File: config.mk
export PLATFORM = sky130hd
export DESIGN_NAME = checkout_total_flat
export DESIGN_NICKNAME = d
export VERILOG_FILES = /design/src/rtl/checkout_total_if.sv /design/src/rtl/checkout_total.sv /design/src/flat_wrapper.sv
export SDC_FILE = /design/constraint.sdc
export NUM_CORES = 1
export LEC_CHECK = 0
export CORE_MARGIN = 2
export CORE_UTILIZATION = 46
export CTS_CLUSTER_DIAMETER = 150
export CTS_CLUSTER_SIZE = 30
export DETAILED_ROUTE_END_ITERATION = 16
export GPL_ROUTABILITY_DRIVEN = 0
export PLACE_DENSITY = 0.77
export SLEW_MARGIN = 0
export SYNTH_ARGS = -nofsm -noshare
export SYNTH_HDL_FRONTEND = slang
export SYNTH_SLANG_ARGS = --single-unit
File: constraint.sdc
create_clock -name clk -period 2.5 [get_ports clk]
set_input_delay 0.625 -clock clk [delete_from_list [all_inputs] [get_ports clk]]
set_output_delay 0.625 -clock clk [all_outputs]
set_load 0.01 [all_outputs]
File: src/rtl/checkout_total_if.sv
// Transaction bus between the till front end and the checkout_total stage.
// The master side drives item entry, checkout, payment and cancel; the
// slave side (checkout_total) returns the registered bill status.
interface checkout_total_if #(
  parameter int TOTAL_W = 12
) ();
  logic               item_valid;
  logic [7:0]         cur_unit_price;
  logic               checkout;
  logic               pay_valid;
  logic [TOTAL_W-1:0] pay;
  logic               cancel;
  logic [TOTAL_W-1:0] total;
  logic [3:0]         item_count;
  logic [TOTAL_W-1:0] change;
  logic               done;
  logic               short_pay;
  logic               item_full;
  logic               overflow;
  logic               busy;

  modport master (
    output item_valid, cur_unit_price, checkout, pay_valid, pay, cancel,
    input  total, item_count, change, done, short_pay, item_full, overflow, busy
  );

  modport slave (
    input  item_valid, cur_unit_price, checkout, pay_valid, pay, cancel,
    output total, item_count, change, done, short_pay, item_full, overflow, busy
  );
endinterface

File: src/rtl/checkout_total.sv
// Running bill accumulator for one register transaction: sums item
// subtotals with saturation, counts items up to MAX_ITEMS, then accepts a
// payment and reports change or a short payment. All outputs registered.
module checkout_total #(
  parameter int TOTAL_W   = 12,
  parameter int MAX_ITEMS = 15
) (
  input logic             clk,
  input logic             rst,
  checkout_total_if.slave bus
);

  typedef enum logic [1:0] {IDLE, ACCUM, WAIT_PAY, DONE} state_t;

  localparam logic [TOTAL_W-1:0] MAX_TOTAL = '1;
  localparam logic [3:0]         MAX_CNT   = 4'(MAX_ITEMS);

  state_t             state_p0, state_p1;
  logic [TOTAL_W-1:0] total_p0, total_p1;
  logic [3:0]         count_p0, count_p1;
  logic [TOTAL_W-1:0] change_p0, change_p1;
  logic               done_p0, done_p1;
  logic               short_p0, short_p1;
  logic               full_p0, full_p1;
  logic               ovf_p0, ovf_p1;
  logic               busy_p0, busy_p1;
  logic [TOTAL_W:0]   acc_sum;
  logic [TOTAL_W-1:0] price_ext;

  // Saturating add; the MSB of the result flags that the sum was clamped.
  function automatic logic [TOTAL_W:0] sat_add(input logic [TOTAL_W-1:0] a,
                                               input logic [TOTAL_W-1:0] b);
    logic [TOTAL_W:0] s;
    s = {1'b0, a} + {1'b0, b};
    if (s[TOTAL_W]) return {1'b1, MAX_TOTAL};
    return s;
  endfunction

  assign price_ext = TOTAL_W'(bus.cur_unit_price);
  assign acc_sum   = sat_add(total_p1, price_ext);

  // Transaction state register.
  always_ff @(posedge clk) begin
    if (rst) state_p1 <= IDLE;
    else     state_p1 <= state_p0;
  end

  // Next-state decode; cancel overrides every other request.
  always_comb begin
    state_p0 = state_p1;
    if (bus.cancel) begin
      state_p0 = IDLE;
    end else begin
      unique case (state_p1)
        IDLE:     if (bus.item_valid) state_p0 = ACCUM;
        ACCUM:    if (bus.checkout) state_p0 = WAIT_PAY;
        WAIT_PAY: if (bus.pay_valid && (bus.pay >= total_p1)) state_p0 = DONE;
        DONE:     if (bus.item_valid) state_p0 = ACCUM;
        default:  state_p0 = IDLE;
      endcase
    end
  end

  // Next values of the registered outputs for the coming edge.
  always_comb begin
    total_p0  = total_p1;
    count_p0  = count_p1;
    change_p0 = change_p1;
    done_p0   = done_p1;
    ovf_p0    = ovf_p1;
    short_p0  = 1'b0;
    if (bus.cancel) begin
      total_p0  = '0;
      count_p0  = '0;
      change_p0 = '0;
      done_p0   = 1'b0;
      ovf_p0    = 1'b0;
    end else begin
      unique case (state_p1)
        IDLE, DONE: begin
          if (bus.item_valid) begin
            total_p0  = price_ext;
            count_p0  = 4'd1;
            change_p0 = '0;
            done_p0   = 1'b0;
            ovf_p0    = 1'b0;
          end
        end
        ACCUM: begin
          // A full transaction silently drops further items.
          if (bus.item_valid && (count_p1 < MAX_CNT)) begin
            total_p0 = acc_sum[TOTAL_W-1:0];
            ovf_p0   = ovf_p1 | acc_sum[TOTAL_W];
            count_p0 = count_p1 + 4'd1;
          end
        end
        WAIT_PAY: begin
          if (bus.pay_valid) begin
            if (bus.pay >= total_p1) begin
              change_p0 = bus.pay - total_p1;
              done_p0   = 1'b1;
            end else begin
              short_p0 = 1'b1;
            end
          end
        end
        default: ;
      endcase
    end
    full_p0 = (count_p0 == MAX_CNT);
    busy_p0 = (state_p0 == ACCUM) || (state_p0 == WAIT_PAY);
  end

  // Output register stage.
  always_ff @(posedge clk) begin
    if (rst) begin
      total_p1  <= '0;
      count_p1  <= '0;
      change_p1 <= '0;
      done_p1   <= 1'b0;
      short_p1  <= 1'b0;
      full_p1   <= 1'b0;
      ovf_p1    <= 1'b0;
      busy_p1   <= 1'b0;
    end else begin
      total_p1  <= total_p0;
      count_p1  <= count_p0;
      change_p1 <= change_p0;
      done_p1   <= done_p0;
      short_p1  <= short_p0;
      full_p1   <= full_p0;
      ovf_p1    <= ovf_p0;
      busy_p1   <= busy_p0;
    end
  end

  assign bus.total      = total_p1;
  assign bus.item_count = count_p1;
  assign bus.change     = change_p1;
  assign bus.done       = done_p1;
  assign bus.short_pay  = short_p1;
  assign bus.item_full  = full_p1;
  assign bus.overflow   = ovf_p1;
  assign bus.busy       = busy_p1;

endmodule
File: src/flat_wrapper.sv
// flat-port wrapper written by rule: the top's interface ports become plain ports
module checkout_total_flat 
#(
  parameter int TOTAL_W   = 12,
  parameter int MAX_ITEMS = 15
)
  (clk, rst, bus_item_valid, bus_cur_unit_price, bus_checkout, bus_pay_valid, bus_pay, bus_cancel, bus_total, bus_item_count, bus_change, bus_done, bus_short_pay, bus_item_full, bus_overflow, bus_busy);
  checkout_total_if #(.TOTAL_W(TOTAL_W)) bus_i ();
  input logic clk;
  input logic rst;
  input wire logic [$bits(bus_i.item_valid)-1:0] bus_item_valid;
  input wire logic [$bits(bus_i.cur_unit_price)-1:0] bus_cur_unit_price;
  input wire logic [$bits(bus_i.checkout)-1:0] bus_checkout;
  input wire logic [$bits(bus_i.pay_valid)-1:0] bus_pay_valid;
  input wire logic [$bits(bus_i.pay)-1:0] bus_pay;
  input wire logic [$bits(bus_i.cancel)-1:0] bus_cancel;
  output wire logic [$bits(bus_i.total)-1:0] bus_total;
  output wire logic [$bits(bus_i.item_count)-1:0] bus_item_count;
  output wire logic [$bits(bus_i.change)-1:0] bus_change;
  output wire logic [$bits(bus_i.done)-1:0] bus_done;
  output wire logic [$bits(bus_i.short_pay)-1:0] bus_short_pay;
  output wire logic [$bits(bus_i.item_full)-1:0] bus_item_full;
  output wire logic [$bits(bus_i.overflow)-1:0] bus_overflow;
  output wire logic [$bits(bus_i.busy)-1:0] bus_busy;
  assign bus_i.item_valid = bus_item_valid;
  assign bus_i.cur_unit_price = bus_cur_unit_price;
  assign bus_i.checkout = bus_checkout;
  assign bus_i.pay_valid = bus_pay_valid;
  assign bus_i.pay = bus_pay;
  assign bus_i.cancel = bus_cancel;
  assign bus_total = bus_i.total;
  assign bus_item_count = bus_i.item_count;
  assign bus_change = bus_i.change;
  assign bus_done = bus_i.done;
  assign bus_short_pay = bus_i.short_pay;
  assign bus_item_full = bus_i.item_full;
  assign bus_overflow = bus_i.overflow;
  assign bus_busy = bus_i.busy;
  checkout_total #(.TOTAL_W(TOTAL_W), .MAX_ITEMS(MAX_ITEMS)) u_core (.clk(clk), .rst(rst), .bus(bus_i));
endmodule
==> results by stage, run 1 <==
Detailed routing:
- The number of DRC violations after detailed-routing iteration 0 is 270.
- The detail route stage leaves a number of antenna-violating nets equal to 0.
- The final layout contains routed wiring with a total length of 8.668 mm.
- The total number of vias is 3,094.
- After detailed routing, the number of remaining DRC violations is 0.
- The detailed-route vias per instance is 5.893.
- The length of the first detailed-routing pass in iterations is 5.
- Dividing the detail-routed wire length by the instance count gives approximately 17 microns.

STA:
- Setup repair after global routing left no endpoint under its margin.
- After layout, the worst path uses 97.76% of the clock period.
- The worst hold margin is roughly 0.46 ns.
- The setup skew after layout is 0.01046 ns.
- The final-report max-slew violation count came to 0.
- The worst slew margin relative to its limit is 67.57%.
- For this run, the top clock speed supported by timing is 0.4092 GHz.
- Setup violations remaining at the end of the flow were counted as 0.
- After layout, the worst setup slack is about 0.056 ns.
- The shortest clock period the worst path allows after layout is 2.444 ns.
- The sum of negative setup slack is 0 ns.
- At the pin with the least slew margin, the transition time is 0.4846 ns.
- The number of hold violations in the final report is 0.

Worst setup path:
- STA puts the critical path data required time at 2.68 ns.
- The kind of critical path is in -> reg.
- The kind of start point of the critical path is an input port.
- The maximum fanout along the worst path is 2.
- The kind of capture point of the worst setup path is a flip-flop.
- The worst register-to-register path ends at u_core.bus.change[6]$_SDFFE_PP0P_.
- The setup check on the worst reg-to-reg path leaves a slack of 0.11 ns.
- The beginning of the worst register-to-register path is u_core.bus.total[8]$_SDFFE_PP0P_.
- Measured in cells, the most critical reg-to-reg path has a length of 9.
- Data arrives at the worst endpoint at approximately 2.6 ns.

Yosys:
- The per-instance average area after synthesis is around 8.1 sq um.
- When the netlist entered floorplanning its net count stood at 372.
- The register bit total from synthesis is 35.
- The count of different cell masters after synthesis is 60.
- Synthesis handed over a netlist of about 320 instances.
- The netlist area before placement is 2611 sq um.
- The share of synthesized area occupied by flip-flops and latches is a little over a quarter.
- In the synthesized netlist the dominant register cell turns out to be sky130_fd_sc_hd__dfxtp_1.
- The count of flip-flops with a built-in enable after synthesis is 0.
- For this run, asynchronously set or reset flops after synthesis account for 0%.
- The number of warning messages in the yosys log is 0.

Finish:
- The fraction of final layout cells with drive strength greater than 1 is 29.36%.
- Measured on the finished design, the core utilization comes to 76.10%.
- The non-filler instance count after layout is 525.
- The filler cells instantiated in the layout total 393.
- The synthesis-to-finish area growth is 60.47%.
- 0 antenna diodes ended up in the layout.
- The number of nets at the end of the flow is 504.
- After routing the design area is 4190 sq um.

Place:
- Summed over all nets, the half-perimeter wirelength after detailed placement is 5.866 mm.
- After detailed placement, the total cell area comes to about 3800 sq um.
- Once placement completed, the tool counted placed cells totaling 507.
- The placement-stage worst setup slack is -0.5772 ns.
- The quantity of I/O buffers inserted on ports is 58.

CTS:
- In this run, CTS created clock tree buffers numbering 5.
- The total of hold buffers inserted after clock tree synthesis is 0.
- Clock-pin slew was measured on the worst setup and hold paths at roughly 0.07 ns.
- The maximum buffer depth of the clock tree is 2.
- The CTS tree is built.
- The number of levels the H-tree was split into is 2.
- Counting every sink on the clock net gives 35.
- The clock latency on the worst-skew pair is 0.29 ns.
- In this run the clock root is driven by a sky130_fd_sc_hd__clkbuf_8.

Power and ir drop:
- The peak supply drop is 306.3 uV.
- Summed over all cells, the static leakage comes to 1.675 nW.
- The design draws 1.639 mW.
- Dividing total power by cell area gives a power density of 391.1 nW/um^2.

Die:
- The number of placed I/O pins is 59.
- The initial core utilization is 47.42%.
- The chip height is 79.35 microns.
- The die covers 6296 sq um.
- The number of rows in the core area is 27.
- The floorplan step set the die width to 79.35 microns.
- The standard cell core area is 5507 sq um.

Worst hold path:
- The instance count along the most critical hold path is 2.
- The worst hold path terminates at u_core.bus.change[4]$_SDFFE_PP0P_.
- The start point of the worst min-delay path is u_core.bus.change[4]$_SDFFE_PP0P_.
- The type of the most critical hold path is reg -> reg.

Run status:
- The run finished with clean final reports.

GRT:
- The number of global-route vias before repair is about 3,000.
- The global-route congestion overflow total is 0.
- The global-route wire length before repair is 13.20 mm.
- The number of antenna violations at the first check in global routing was 0.
- The pin count of the biggest net entering global routing is 22.
- Global routing used 26.05% of the available tracks across all layers.

Flow run:
- The number of violations of the max-capacitance limit is 0.
[power by group]
part	leakage [nW]	internal (mW)	switching, mW
Clock	0.0470	0.216	0.203
Combinational	1.34	0.324	0.310
Sequential	0.283	0.570	0.0149
Total	1.67	1.11	0.528
[routing by layer]
metal,vias up,track usage (%),wire length (microns)
met1,1480,31.82,3657
met2,119,45.51,4313
met5,-,0,0
li1,1476,-,-
met3,19,4.545,510
met4,0,9.828,187
[worst max path at each step]
stage,from,end,slack (ns),depth (start not counted)
5_1_grt,u_core.bus.total[9]$_SDFFE_PP0P_,u_core.bus.change[6]$_SDFFE_PP0P_,0.01,9
2_1_floorplan,bus_cur_unit_price[0],u_core.bus.total[11]$_SDFFE_PP0P_,-0.06,8
6_report,bus_cur_unit_price[5],u_core.bus.total[11]$_SDFFE_PP0P_,0.06,7
4_1_cts,bus_pay[2],u_core.bus.change[11]$_SDFFE_PP0P_,0.0008,9
3_3_place_gp,bus_cur_unit_price[0],u_core.bus.total[11]$_SDFFE_PP0P_,-0.53,9
3_5_place_dp,bus_cur_unit_price[0],u_core.bus.total[11]$_SDFFE_PP0P_,-0.58,9
[flip-flops by register name, indices dropped and copies added (netlist names)]
signal / flops
u_core.state_p1: 2
u_core.bus.item_count: 4
u_core.bus.total: 12
u_core.bus.short_pay: 1
u_core.bus.done: 1
u_core.bus.item_full: 1
u_core.bus.change: 12
u_core.bus.busy: 1
u_core.bus.overflow: 1
[critical path, stage by stage]
cell and delay, ns:
sky130_fd_sc_hd__clkdlybuf4s50_1 0.52, sky130_fd_sc_hd__ha_4 0.22, sky130_fd_sc_hd__or2_4 0.23, sky130_fd_sc_hd__a21o_1 0.18, sky130_fd_sc_hd__a31o_4 0.24, sky130_fd_sc_hd__o41a_1 0.41, sky130_fd_sc_hd__o221a_1 0.20
[Yosys cell counts (all sizes together) (3+ instances only)]
cell,count,area [sq um]
nor4,6,37.54
o31a,3,26.28
dfxtp,35,700.7
or2,4,25.02
o221ai,7,61.31
a21oi,25,136.4
xnor2,7,61.31
inv,20,75.07
a21o,5,37.54
xor2,6,52.55
nor3,16,80.08
and4,3,26.28
o41ai,4,42.55
nor2b,8,50.05
o31ai,7,52.55
clkbuf,9,33.78
o21ai,7,38.79
a211oi,7,52.55
nand2,31,116.4
buf,6,45.04
ha,23,287.8
nor2,15,56.30
nand4,4,25.02
nand3,20,100.1
a31oi,3,18.77
[kinds of logic after synthesis]
family / share of synthesized area [%]
flip-flops: 26.83
buffers and inverters: 5.893
AND/OR/NAND/NOR: 22.81
adder cells (fa/ha/maj): 12.55
XOR/XNOR: 4.360
multiplexers: 1.246
AO/OA/AOI/OAI: 26.31
[final cells by class]
cell class / instances / area (sq um) / share of cell area [%]
multi-input cells: 251 / 2024 / 48.31
repair buffers: 140 / 1212 / 28.93
flip-flops and latches: 35 / 700.7 / 16.72
well taps: 72 / 90.09 / 2.150
clock buffers: 6 / 82.58 / 1.971
inverters: 20 / 75.07 / 1.792
clock inverters: 1 / 5.005 / 0.1194
[layout by cell type (no fill, tap or decap), types with 6 or more instances in the layout]
cell type	netlist	routed
sky130_fd_sc_hd__nor3_1	16	16
sky130_fd_sc_hd__clkbuf_8	0	6
sky130_fd_sc_hd__clkdlybuf4s50_1	0	46
sky130_fd_sc_hd__a21oi_1	24	20
sky130_fd_sc_hd__xor2_1	6	6
sky130_fd_sc_hd__inv_1	20	19
sky130_fd_sc_hd__o31ai_1	7	7
sky130_fd_sc_hd__nor2b_1	8	8
sky130_fd_sc_hd__dlymetal6s2s_1	0	7
sky130_fd_sc_hd__o221ai_1	7	7
sky130_fd_sc_hd__nand3_1	20	17
sky130_fd_sc_hd__nand2_1	31	30
sky130_fd_sc_hd__dfxtp_1	35	35
sky130_fd_sc_hd__buf_4	1	78
sky130_fd_sc_hd__xnor2_1	7	7
sky130_fd_sc_hd__ha_1	23	11
sky130_fd_sc_hd__ha_4	0	11
sky130_fd_sc_hd__nor2_1	15	15
[repair_timing]
action                     in CTS  in global routing
pin swaps                      19                 14
resized for setup              31                 24
setup buffers                   7                  3
cloned                          1                  0
setup endpoints to repair      27                 20
(Power assumes the default switching activity.)
==> run 2, diff against run 1 <==
--- a/config.mk
+++ b/config.mk
@@ -11,7 +11,8 @@
 export CTS_CLUSTER_SIZE = 30
 export DETAILED_ROUTE_END_ITERATION = 16
 export GPL_ROUTABILITY_DRIVEN = 0
-export PLACE_DENSITY = 0.77
+export GPL_TIMING_DRIVEN = 1
+export PLACE_DENSITY_LB_ADDON = 0.12
 export SLEW_MARGIN = 0
 export SYNTH_ARGS = -nofsm -noshare
 export SYNTH_HDL_FRONTEND = slang
==> run 2 against run 1 <==
Core utilization decreased by 0.82 points. Combinational power is 3.3% lower. Final cell count shrank 0.76%. Non-clock buffer count shrank 4. Die area did not move. First-iteration DRC count down 41%. Total power is 0.30% lower. Register-to-register slack about the same. Critical path depth up 5. Sequential cell count did not move. Critical endpoint is now u_core.bus.change[6]$_SDFFE_PP0P_.
==> results by stage, run 2 (same netlist as run 1, synthesis figures left out) <==
Run status:
- The flow ran to the end, and the final reports show no timing, DRC or antenna violations.

STA:
- The setup skew after layout is about 0.0038 ns.
- Timing would allow up to 0.4056 GHz.
- The worst path meets setup with around 0.034 ns of slack.
- The worst slew margin relative to its limit is 68.22%.
- The final setup violation count is 0.
- The number of hold violations in the final report came to 0.
- The shortest clock period the worst path allows after layout is approximately 2.5 ns.
- Of the available clock period, the critical path in the final layout requires 98.62%.
- The actual transition at the worst max-transition pin is 0.4767 ns.
- The final-report max-slew violation count is 0.
- The worst hold margin is 0.4534 ns.

Finish:
- The number of antenna diodes in the final layout is 0.
- The library cells used most frequently in the layout, excluding fill and tap cells, are sky130_fd_sc_hd__buf_4 (74), sky130_fd_sc_hd__clkdlybuf4s50_1 (43), sky130_fd_sc_hd__dfxtp_1 (33), sky130_fd_sc_hd__nand2_1 (28), sky130_fd_sc_hd__a21oi_1 (20).
- Registers take between 700 and 800 sq um.
- The count of filler cells inserted in the layout is between 400 and 500.
- In the final layout, the multi-input gates occupy approximately 2000 sq um.
- The finished layout holds roughly 520 standard cells, fillers aside.
- The area growth from synthesis to layout is 58.74%.
- The fraction of final layout cells with drive strength greater than 1 is 28.95%.
- The most common cell after layout, fill and taps aside is sky130_fd_sc_hd__buf_4.
- The number of nets at the end of the flow is 500.

Die:
- 59 I/O pins were placed.
- For this configuration, the core starts out at a cell density of between 40% and 50%.
- The number of rows in the core area is 27.
- The standard cell core area is about 5500 sq um.
- The die boundary width is 79.35 microns.
- The chip height is 79.35 microns.
- The die covers 6296 sq um.

CTS:
- The number of levels the H-tree was split into is 2.
- Buffers inserted during clock tree synthesis total 5.
- The later pin in the worst-skew pair is clocked with a latency of 0.29 ns.
- The tree built by TritonCTS fans out to 35 sinks.
- After clock tree synthesis, the clock-pin slew on the worst setup and hold paths is 0.08 ns.
- CTS placed an instance of sky130_fd_sc_hd__clkbuf_8 at the clock tree root.
- The maximum buffer depth of the clock tree is 2.
- The CTS tree is built.

Detailed routing:
- The first TritonRoute pass finished after 5 iterations.
- Dividing the detail-routed wire length by the instance count gives 16.14 microns.
- Detailed routing inserted a total of just over 3,000 vias.
- For this block, the routed nets add up to 8.409 mm of wire.
- In the routed design, unresolved DRC markers number 0.
- Dividing the detail-routed via count by the number of cells gives 5.814.
- The post-detailed-route count of antenna-violating nets is 0.
- The number of DRC violations after detailed-routing iteration 0 is between 150 and 200.

Worst setup path:
- The critical path contains buffers and inverters numbering 4 combined.
- Among all stages on the critical path, the largest delay is contributed by sky130_fd_sc_hd__o41ai_4.
- The kind of start point of the critical path is an input port.
- In this design, the largest share of critical-path delay is due to compound AO/OA/AOI/OAI gates.
- The critical path in this run is classified as in -> reg.
- Walking the worst path, the cells encountered are clkdlybuf4s15_1 > inv_1 > ha_2 > inv_2 > fa_2 > nand3_4 > a311oi_4 > o41ai_4 > and2_4 > buf_6 > nand3_1 > o41ai_1.
- Setup slack on the worst reg-to-reg path comes out at 0.11 ns.
- At the worst endpoint, the required time is 2.68 ns.
- The maximum fanout along the worst path is 6.
- The endpoint identified for the worst register-to-register timing path is u_core.bus.change[6]$_SDFFE_PP0P_.
- The beginning of the worst register-to-register path is u_core.bus.total[0]$_SDFFE_PP0P_.
- In this design, the stage delay of the slowest critical-path cell is between 0.4 and 0.5 ns.
- STA puts the critical path data arrival time at roughly 2.7 ns.
- The depth of the worst register-to-register path is 10.
- STA classifies the critical path endpoint as a flip-flop.

Worst hold path:
- The start point of the worst min-delay path is u_core.bus.done$_SDFFE_PP0P_.
- Along the worst hold path, the cell count comes to 2.
- The type of the most critical hold path is reg -> reg.
- The worst min-delay path endpoint is u_core.bus.done$_SDFFE_PP0P_.

Power and ir drop:
- Dividing total power by cell area gives a power density of 394.2 nW/um^2.
- The reported leakage power is 1.682 nW.
- The peak supply drop is roughly 280 uV.

GRT:
- Global routing finished with a remaining overflow of 0.
- The number of global-route vias before repair is slightly below 3,000.
- Entering global routing, the biggest net connects 21 pins.
- The number of antenna violations at the first check in global routing is 0.
- The global routing usage summed across all routing layers is 26.20%.
- The global-route wire length before repair is about 13 mm.

Place:
- Input and output buffers added on the ports amount to a little under 60.
- At the placement stage, the worst setup path has a slack of -0.5759 ns.
- The placed wire-length estimate after detailed placement is 5.844 mm.
- The count of placed standard cells including taps is 507.

Flow run:
- The number of violations of the max-capacitance limit is 0.
[run 2: cell types whose count changed in the layout (fill, tap and decap cells not counted), sizes merged]
cell           delta
buf               -4
clkdlybuf4s15     +1
clkdlybuf4s50     -3
dlygate4sd2       -1
dlymetal6s2s      +3
[run 2: layout make-up]
cell class	instances	share of cell area, %
inverter	20	1.811
clock inverter	1	0.1207
sequential	35	16.96
multi-input combinational	251	48.20
clock buffer	6	1.992
tap	72	2.173
timing repair buffer	136	28.74
[run 2: worst max path at each step]
stage | from | to | slack, ns | depth (start not counted)
6_report | bus_pay[0] | u_core.bus.change[6]$_SDFFE_PP0P_ | 0.03 | 12
5_1_grt | bus_pay[0] | u_core.bus.change[6]$_SDFFE_PP0P_ | -0.06 | 12
4_1_cts | bus_cur_unit_price[0] | u_core.bus.total[11]$_SDFFE_PP0P_ | 0.01 | 9
3_5_place_dp | bus_cur_unit_price[0] | u_core.bus.total[11]$_SDFFE_PP0P_ | -0.58 | 9
3_3_place_gp | bus_cur_unit_price[0] | u_core.bus.total[11]$_SDFFE_PP0P_ | -0.53 | 9
2_1_floorplan | bus_cur_unit_price[0] | u_core.bus.total[11]$_SDFFE_PP0P_ | -0.06 | 8
[run 2: report_power, final]
| part | internal, mW | switching, mW | total, mW |
|---|---|---|---|
| sequential | 0.570 | 0.0141 | 0.584 |
| combinational | 0.314 | 0.301 | 0.614 |
| clock | 0.217 | 0.219 | 0.435 |
| total | 1.10 | 0.534 | 1.63 |
[run 2: worst min-delay path: stages (launching register included)]
cell                      delay, ns
sky130_fd_sc_hd__dfxtp_1       0.31
sky130_fd_sc_hd__nand2_1       0.05
sky130_fd_sc_hd__a21oi_1       0.05
[run 2: per-stage QoR]
step / setup TNS [ns] / util (%) / area [sq um] / power (mW)
3_5_place_dp: -11.79 / 68.12 / 3751 / 1.128
6_report: 0 / 75.28 / 4145 / 1.634
4_1_cts: 0 / 72.35 / 3984 / 1.597
3_3_place_gp: -10.46 / 68.12 / 3751 / 1.117
5_1_grt: -0.05544 / 75.28 / 4145 / 1.715
2_1_floorplan: -0.05630 / - / 2626 / 0.8855
[run 2: metal layers]
| metal | GRT usage (%) | part of all wire, % |
|---|---|---|
| met4 | 12.93 | 3.7 |
| met1 | 31.05 | 40 |
| met3 | 6.136 | 7.0 |
| met2 | 44.24 | 49 |
| met5 | 0 | 0 |
[run 2: repair_timing]
action                     in CTS  in global routing
resized for setup              29                 26
gates cloned                    1                  0
setup endpoints to repair      27                 20
setup buffers                   5                  1
hold buffers                    0                  0
pin swaps                      19                 13
